<file path="config.mk">
export PLATFORM = sky130hd
export DESIGN_NAME = grasshopper_decrypt
export DESIGN_NICKNAME = d
export VERILOG_FILES = /design/src/rtl/grasshopper_decrypt.sv
export SDC_FILE = /design/constraint.sdc
export NUM_CORES = 2
export LEC_CHECK = 0
export ABC_AREA = 1
export BUFFER_PORTS_ARGS = -buffer_cell sky130_fd_sc_hd__buf_2
export CAP_MARGIN = 20
export CORE_ASPECT_RATIO = 2
export CORE_MARGIN = 2
export CORE_UTILIZATION = 39
export CTS_CLUSTER_SIZE = 16
export DETAILED_ROUTE_END_ITERATION = 10
export PLACE_DENSITY = 0.55
export SYNTH_ARGS = -nofsm -noshare
export SYNTH_HDL_FRONTEND = slang
export SYNTH_SLANG_ARGS = --single-unit
</file>
<file path="constraint.sdc">
create_clock -name clk -period 3.3 [get_ports clk]
set_input_delay 0.66 -clock clk [delete_from_list [all_inputs] [get_ports clk]]
set_output_delay 0.66 -clock clk [all_outputs]
set_load 0.01 [all_outputs]
</file>
<file path="src/rtl/grasshopper_decrypt.sv">
// Iterative Kuznyechik (GOST R 34.12-2015) single-block decryptor.
// Ports:
//   clk, rst              clock and synchronous active-high reset
//   in_valid/in_ready     ciphertext handshake, in_data[127:120] = byte a15
//   out_valid/out_ready   plaintext handshake, out_data held until next result
//   key_idx_o/key_i       round-key lookup (1..10, 0 when unused), same-cycle data
//   busy                  high whenever the unit is not idle
module grasshopper_decrypt #(
    parameter int BLOCK_W = 128,
    parameter int ROUNDS  = 10
) (
    input  logic               clk,
    input  logic               rst,
    input  logic               in_valid,
    output logic               in_ready,
    input  logic [BLOCK_W-1:0] in_data,
    output logic               out_valid,
    input  logic               out_ready,
    output logic [BLOCK_W-1:0] out_data,
    output logic [3:0]         key_idx_o,
    input  logic [BLOCK_W-1:0] key_i,
    output logic               busy
);

    // Forward pi substitution; entry 0 is the leftmost byte.
    localparam logic [0:255][7:0] PI = {
        128'hFCEEDD11_CF6E3116_FBC4FADA_23C5044D,
        128'hE977F0DB_932E99BA_1736F1BB_14CD5FC1,
        128'hF918655A_E25CEF21_811C3C42_8B018E4F,
        128'h058402AE_E36A8FA0_060BED98_7FD4D31F,
        128'hEB342C51_EAC848AB_F22A68A2_FD3ACECC,
        128'hB5700E56_080C7612_BF721347_9CB75D87,
        128'h15A19629_107B9AC7_F391786F_9D9EB2B1,
        128'h3275193D_FF358A7E_6D54C680_C3BD0D57,
        128'hDFF524A9_3EA843C9_D779D6F6_7C22B903,
        128'hE00FECDE_7A94B0BC_DCE82850_4E330A4A,
        128'hA7976073_1E006244_1AB83882_649F2641,
        128'hAD454692_275E552F_8CA3A57D_69D5953B,
        128'h0758B340_86AC1DF7_30376BE4_88D9E789,
        128'hE11B8349_4C3FF8FE_8D53AA90_CAD88561,
        128'h207167A4_2D2B095B_CB9B25D0_BEE56C52,
        128'h59A674D2_E6F4B4C0_D166AFC2_394B63B6
    };

    // Inverse table derived at elaboration so it can never drift from PI.
    function automatic logic [255:0][7:0] invert(input logic [0:255][7:0] t);
        logic [255:0][7:0] r;
        r = '0;
        for (int i = 0; i < 256; i++) begin
            r[t[i]] = 8'(i);
        end
        return r;
    endfunction

    localparam logic [255:0][7:0] PI_INV = invert(PI);

    // Byte k holds the l() coefficient of input byte b_k.
    localparam logic [127:0] L_COEF = 128'h94208510_C2C001FB_01C0C210_85209401;

    function automatic logic [7:0] gf_mul(input logic [7:0] a, input logic [7:0] b);
        logic [7:0] p;
        logic [7:0] x;
        p = '0;
        x = a;
        for (int i = 0; i < 8; i++) begin
            if (b[i]) p = p ^ x;
            x = {x[6:0], 1'b0} ^ (x[7] ? 8'hC3 : 8'h00);
        end
        return p;
    endfunction

    function automatic logic [7:0] lmix(input logic [127:0] b);
        logic [7:0] acc;
        acc = '0;
        for (int k = 0; k < 16; k++) begin
            acc = acc ^ gf_mul(b[8*k +: 8], L_COEF[8*k +: 8]);
        end
        return acc;
    endfunction

    function automatic logic [127:0] sinv(input logic [127:0] v);
        logic [127:0] r;
        r = '0;
        for (int k = 0; k < 16; k++) begin
            r[8*k +: 8] = PI_INV[v[8*k +: 8]];
        end
        return r;
    endfunction

    typedef enum logic [2:0] {
        IDLE,
        X10,
        LINV,
        SX,
        DONE
    } state_t;

    state_t       state_q, state_d;
    logic [127:0] s_q, s_d;
    logic [127:0] out_q, out_d;
    logic [3:0]   r_q, r_d;
    logic [3:0]   j_q, j_d;

    logic [127:0] linv_v;
    logic [127:0] sx_v;

    // One R^-1 step: shift left a byte, feed l(a14..a0, a15) in at the bottom.
    assign linv_v = {s_q[119:0], lmix({s_q[119:0], s_q[127:120]})};
    assign sx_v   = sinv(s_q) ^ key_i;

    always_comb begin
        state_d   = state_q;
        s_d       = s_q;
        out_d     = out_q;
        r_d       = r_q;
        j_d       = j_q;
        in_ready  = 1'b0;
        out_valid = 1'b0;
        key_idx_o = 4'd0;
        busy      = 1'b1;
        unique case (state_q)
            IDLE: begin
                in_ready = 1'b1;
                busy     = 1'b0;
                if (in_valid) begin
                    s_d     = in_data;
                    state_d = X10;
                end
            end
            X10: begin
                key_idx_o = 4'(ROUNDS);
                s_d       = s_q ^ key_i;
                r_d       = 4'(ROUNDS - 1);
                j_d       = 4'd0;
                state_d   = LINV;
            end
            LINV: begin
                s_d = linv_v;
                j_d = j_q + 4'd1;
                if (j_q == 4'd15) state_d = SX;
            end
            SX: begin
                key_idx_o = r_q;
                s_d       = sx_v;
                if (r_q > 4'd1) begin
                    r_d     = r_q - 4'd1;
                    j_d     = 4'd0;
                    state_d = LINV;
                end else begin
                    // Result register only moves on DONE entry.
                    out_d   = sx_v;
                    state_d = DONE;
                end
            end
            DONE: begin
                out_valid = 1'b1;
                if (out_ready) state_d = IDLE;
            end
            default: state_d = IDLE;
        endcase
    end

    always_ff @(posedge clk) begin
        if (rst) begin
            state_q <= IDLE;
            s_q     <= '0;
            out_q   <= '0;
            r_q     <= '0;
            j_q     <= '0;
        end else begin
            state_q <= state_d;
            s_q     <= s_d;
            out_q   <= out_d;
            r_q     <= r_d;
            j_q     <= j_d;
        end
    end

    assign out_data = out_q;

endmodule
</file>
==> results.sh, run 1 <==
export IMPL_fp_row_count=215
export IMPL_numCtsBuffers=47
export IMPL_synthCells=11560
export IMPL_initial_core_util_pct=39.22
export IMPL_htreeDepth=2
export IMPL_post_dp_hpwl_um=448400
export IMPL_grt_max_degree=82
export IMPL_place_port_buffers=394
export IMPL_ys_ff_latch=395
export IMPL_syn_mean_instance_area_um2=5.814
export IMPL_status="did not finish"
export IMPL_grt_pass1_wl_um=1037000
export IMPL_synth_main_ff_cell="dfxtp_1"
export IMPL_ioPinCount=395
export IMPL_clock_path_buffers=3
export IMPL_grt_util_all_layers_pct=77.14
export IMPL_grt_pass1_vias=130900
export IMPL_grt_overflow=2340
export IMPL_cts_root_buf="clkbuf_16"
export IMPL_cts_sinks=395
export IMPL_yosys_warnings=0
export IMPL_gp_congestion=1.384
export IMPL_die_width_um=297.5
export IMPL_mappedNetlistArea_um2=67210
export IMPL_error="[ERROR GRT-0116] Global routing finished with congestion. Check the congestion regions in the DRC Viewer."
export IMPL_synth_distinct_cells=74
export IMPL_synth_seq_area_share_pct=11.77
export IMPL_synth_edf_count=0
export IMPL_die_y_um=591.1
export IMPL_haltStage="global routing"
export IMPL_postSynthNetCount=12130
export IMPL_async_reset_ff_share_pct=0
[synthesized netlist by cell type (75+ instances only)]
cell / n / area, µm²
a31oi_1: 237 / 1483
buf_2: 406 / 2032
o21ai_0: 1168 / 5846
dfxtp_1: 395 / 7908
a211oi_1: 177 / 1329
nor3_1: 117 / 585.6
clkbuf_1: 255 / 957.2
o311ai_0: 135 / 1182
nand3_1: 1142 / 5715
xor2_1: 125 / 1095
xnor2_1: 304 / 2663
inv_2: 115 / 431.7
o21ai_1: 107 / 535.5
o211ai_1: 272 / 2042
inv_1: 1059 / 3975
ha_1: 309 / 3866
o22ai_1: 106 / 663.1
buf_4: 75 / 563.0
nor2_1: 1218 / 4572
o221ai_1: 245 / 2146
a21oi_1: 617 / 3088
nand2_1: 2180 / 8183
o31ai_1: 75 / 563.0
[routing by layer]
| metal | GRT overflow | track usage (%) |
|---|---|---|
| met3 | 28 | 61.26 |
| met1 | 24 | 72.67 |
| met2 | 1491 | 97.64 |
| met5 | 2 | 25.16 |
| met4 | 795 | 82.25 |
[what timing repair did]
action                     in CTS
setup endpoints to repair     129
gates resized for setup       751
cloned                          3
buffers inserted               61
hold buffers                    0
pin swaps                     144
[per-stage QoR]
stage | setup WS [ns] | instances | util, % | setup TNS [ns] | cell area (µm²)
after CTS | -0.4802 | 17480 | 61.13 | -47.50 | 104700
after detailed placement | -1.028 | 17330 | 58.30 | -88.11 | 99900
after global placement | -1.027 | 17330 | 58.30 | -87.52 | 99900
after floorplan | -0.004292 | 11560 | - | -0.004292 | 67360
[cell families after synthesis]
logic type,Yosys count,synth area share [%]
flip-flops,395,11.77
adder cells (fa/ha/maj),309,5.753
XOR/XNOR,433,5.721
AND/OR/NAND/NOR,4938,31.34
AO/OA/AOI/OAI,3493,32.79
buffers and inverters,1992,12.64
==> run 2: changes to the inputs <==
- CORE_ASPECT_RATIO: 2 -> default
- CORE_UTILIZATION: 39 -> 24
- CTS_CLUSTER_SIZE: 16 -> default
- PLACE_DENSITY: 0.55 -> default
- PLACE_DENSITY_LB_ADDON: default -> 0.15
- clock period: 3.3 -> 4.29 ns (I/O delays scaled with it)
==> run 2 against run 1 <==
  * Area after synthesis did not move
  * The flow now finishes without violations
  * Synthesized cell count stayed put
==> results.sh, run 2 <==
export IMPL_status="finished clean"
export IMPL_vias=99230
export IMPL_cts_tree="done"
export IMPL_crit_chain="buf_12 > nor2_2 > buf_4 > inv_2 > nor2_2 > buf_4 > nor2_4 > buf_12 > buf_16 > o221ai_1 > o21ai_1 > buf_4 > nand2_1 > buf_4 > ha_1 > nand2_1 > inv_1 > buf_4 > o21ai_0 > o21ai_0 > buf_4 > a221oi_1 > o21ai_0"
export IMPL_initial_core_util_pct=24.10
export IMPL_die_y_um=533.2
export IMPL_post_dp_hpwl_um=422300
export IMPL_power_mw=71.09
export IMPL_clock_latency_ns=0.80
export IMPL_utilization_pct=34.25
export IMPL_p_leak_nw=44.01
export IMPL_yosysMostFrequentCell="nand2_1"
export IMPL_clock_path_buffers=3
export IMPL_synth_main_ff_cell="dfxtp_1"
export IMPL_fin_crit_ns=4.255
export IMPL_via_per_inst=5.587
export IMPL_multi_input_area_um2=51520
export IMPL_grt_overflow=0
export IMPL_slew_headroom_pct=23.13
export IMPL_place_port_buffers=394
export IMPL_end_kind="register"
export IMPL_finalHoldViolCount=0
export IMPL_synth_seq_area_share_pct=11.77
export IMPL_hold_class="input port to register"
export IMPL_cp_top_family="buffers and inverters"
export IMPL_ant_nets=0
export IMPL_synth_top_cells_by_count="nand2_1 (2180), nor2_1 (1218), o21ai_0 (1168)"
export IMPL_cap_violations=0
export IMPL_fill_cells=31470
export IMPL_critPathLaunchType="register"
export IMPL_finalCritPeriodShare_pct=99.20
export IMPL_dr_first_iter_drc_count=12940
export IMPL_drc_errors=0
export IMPL_synth_edf_count=0
export IMPL_syn_to_final_growth_pct=42.12
export IMPL_ioPinCount=395
export IMPL_mappedNetlistArea_um2=67210
export IMPL_arrival_ns=4.90
export IMPL_grt_max_degree=105
export IMPL_crit_type="register to register"
export IMPL_synthTopCellsByArea="nand2_1 (12%), dfxtp_1 (12%), o21ai_0 (8.7%)"
export IMPL_place_area_um2=92220
export IMPL_die_area_um2=284300
export IMPL_cts_root_buf="clkbuf_16"
export IMPL_grt_pass1_vias=94940
export IMPL_postSynthNetCount=12130
export IMPL_worstMarginPinSlew_ns=1.141
export IMPL_finalSetupViolCount=0
export IMPL_drive_above_1_share_pct=27.23
export IMPL_die_width_um=533.2
export IMPL_htreeDepth=2
export IMPL_slew_viol_final=0
export IMPL_fmax_mhz=235.0
export IMPL_design_core_area_um2=278900
export IMPL_ys_ff_latch=395
export IMPL_wire_per_inst_um=29.23
export IMPL_grt_setup_unrepaired="yes"
export IMPL_syn_mean_instance_area_um2=5.814
export IMPL_async_reset_ff_share_pct=0
export IMPL_routed_wl_um=519200
export IMPL_final_common_cell="buf_4"
export IMPL_skew_ns=0.04209
export IMPL_gp_congestion=1.047
export IMPL_nNetsFinal=14540
export IMPL_fp_row_count=194
export IMPL_yosysTopAreaCellShare_pct=12.18
export IMPL_clk_pin_slew_worst_paths_ns=0.06
export IMPL_path_buf_inv=11
export IMPL_seqCellArea_um2=7945
export IMPL_numCtsBuffers=60
export IMPL_mostFrequentLayoutCells="buf_4 (2597), nand2_1 (2137), nor2_1 (1174), o21ai_0 (1147), nand3_1 (1133)"
export IMPL_yosys_warnings=0
export IMPL_cp_max_fo=22
export IMPL_antenna_found_initial=43
export IMPL_grt_pass1_wl_um=724600
export IMPL_synthCells=11560
export IMPL_yosys_area_top_type="nand2_1"
export IMPL_drt_first_pass_iters=6
export IMPL_p_per_area_nw_per_um2=744.4
export IMPL_peakVddDrop_uv=868.0
export IMPL_cts_hold_buf=0
export IMPL_grt_util_all_layers_pct=34.75
export IMPL_crit_path_top_delay_cell="dfxtp_2"
export IMPL_max_stage_delay_ns=0.34
export IMPL_crit_required_ns=4.93
export IMPL_path_common_cell="buf_4"
export IMPL_fin_area_um2=95510
export IMPL_cts_sinks=395
export IMPL_synth_distinct_cells=74
[run 2: cell counts after synthesis]
No cell type changed its count.
[run 2: worst paths after layout]
kind | end | from | cells past startpoint | slack (ns)
setup / recovery | register | state_q[2] | 23 | 0.03
setup reg to reg | register | state_q[2] | 23 | 0.03
hold / removal | out_data[106] | key_i[106] | 3 | 0.44
hold reg to reg | out_data[22] | out_data[22] | 2 | 0.47
[run 2: where the power goes]
group	switching, mW	internal (mW)
Combinational	37.2	21.9
Clock	2.41	3.49
Sequential	1.21	4.80
Total	40.9	30.2
[run 2: area by class of cell]
class | instances | share of cell area [%]
Clock buffer | 78 | 1.780
Inverter | 1188 | 4.720
Clock inverter | 31 | 0.5292
Multi-Input combinational cell | 9173 | 53.95
Tap cell | 3724 | 4.878
Sequential cell | 395 | 8.319
Antenna cell | 21 | 0.05502
Timing Repair Buffer | 3151 | 25.77
[run 2: tightest hold or removal path: stages]
cell	delay, ns
buf_2	0.10
xnor2_1	0.14
a211oi_1	0.07
[run 2: cells by family after synthesis]
group           synth area share, %
compound gates                32.79
xor+xnor                      5.721
fa+ha+maj                     5.753
buf+inv                       12.64
flops                         11.77
simple gates                  31.34
[run 2: routing by layer]
layer	wire length (µm)	share of wire, %	vias up	GRT usage [%]
li1	-	-	45200	-
met5	196	0.038	-	0
met2	219800	42	5897	52.79
met4	34990	6.7	34	19.21
met3	48000	9.2	1244	6.489
met1	216200	42	46850	46.02
[run 2: what timing repair did]
action / 4_1_cts / 5_1_grt
setup buffers: 0 / 11
setup endpoints to repair: 60 / 119
gates cloned: 1 / 2
gates resized for setup: 39 / 250
pin swaps: 0 / 28
[run 2: metrics by stage]
stage	setup slack, ns	setup TNS (ns)	std cells	hold WS [ns]
finish	0.03450	0	17760	0.4392
global route	-0.06069	-0.2976	17750	0.4568
CTS	-0.01662	-0.02569	17730	0.3853
detailed placement	-0.2874	-9.340	17620	0.4544
global placement	-0.3966	-13.42	17620	0.4513
floorplan	0.5777	0	11560	0.4390
Note: power is estimated with default switching activity, not from simulation.
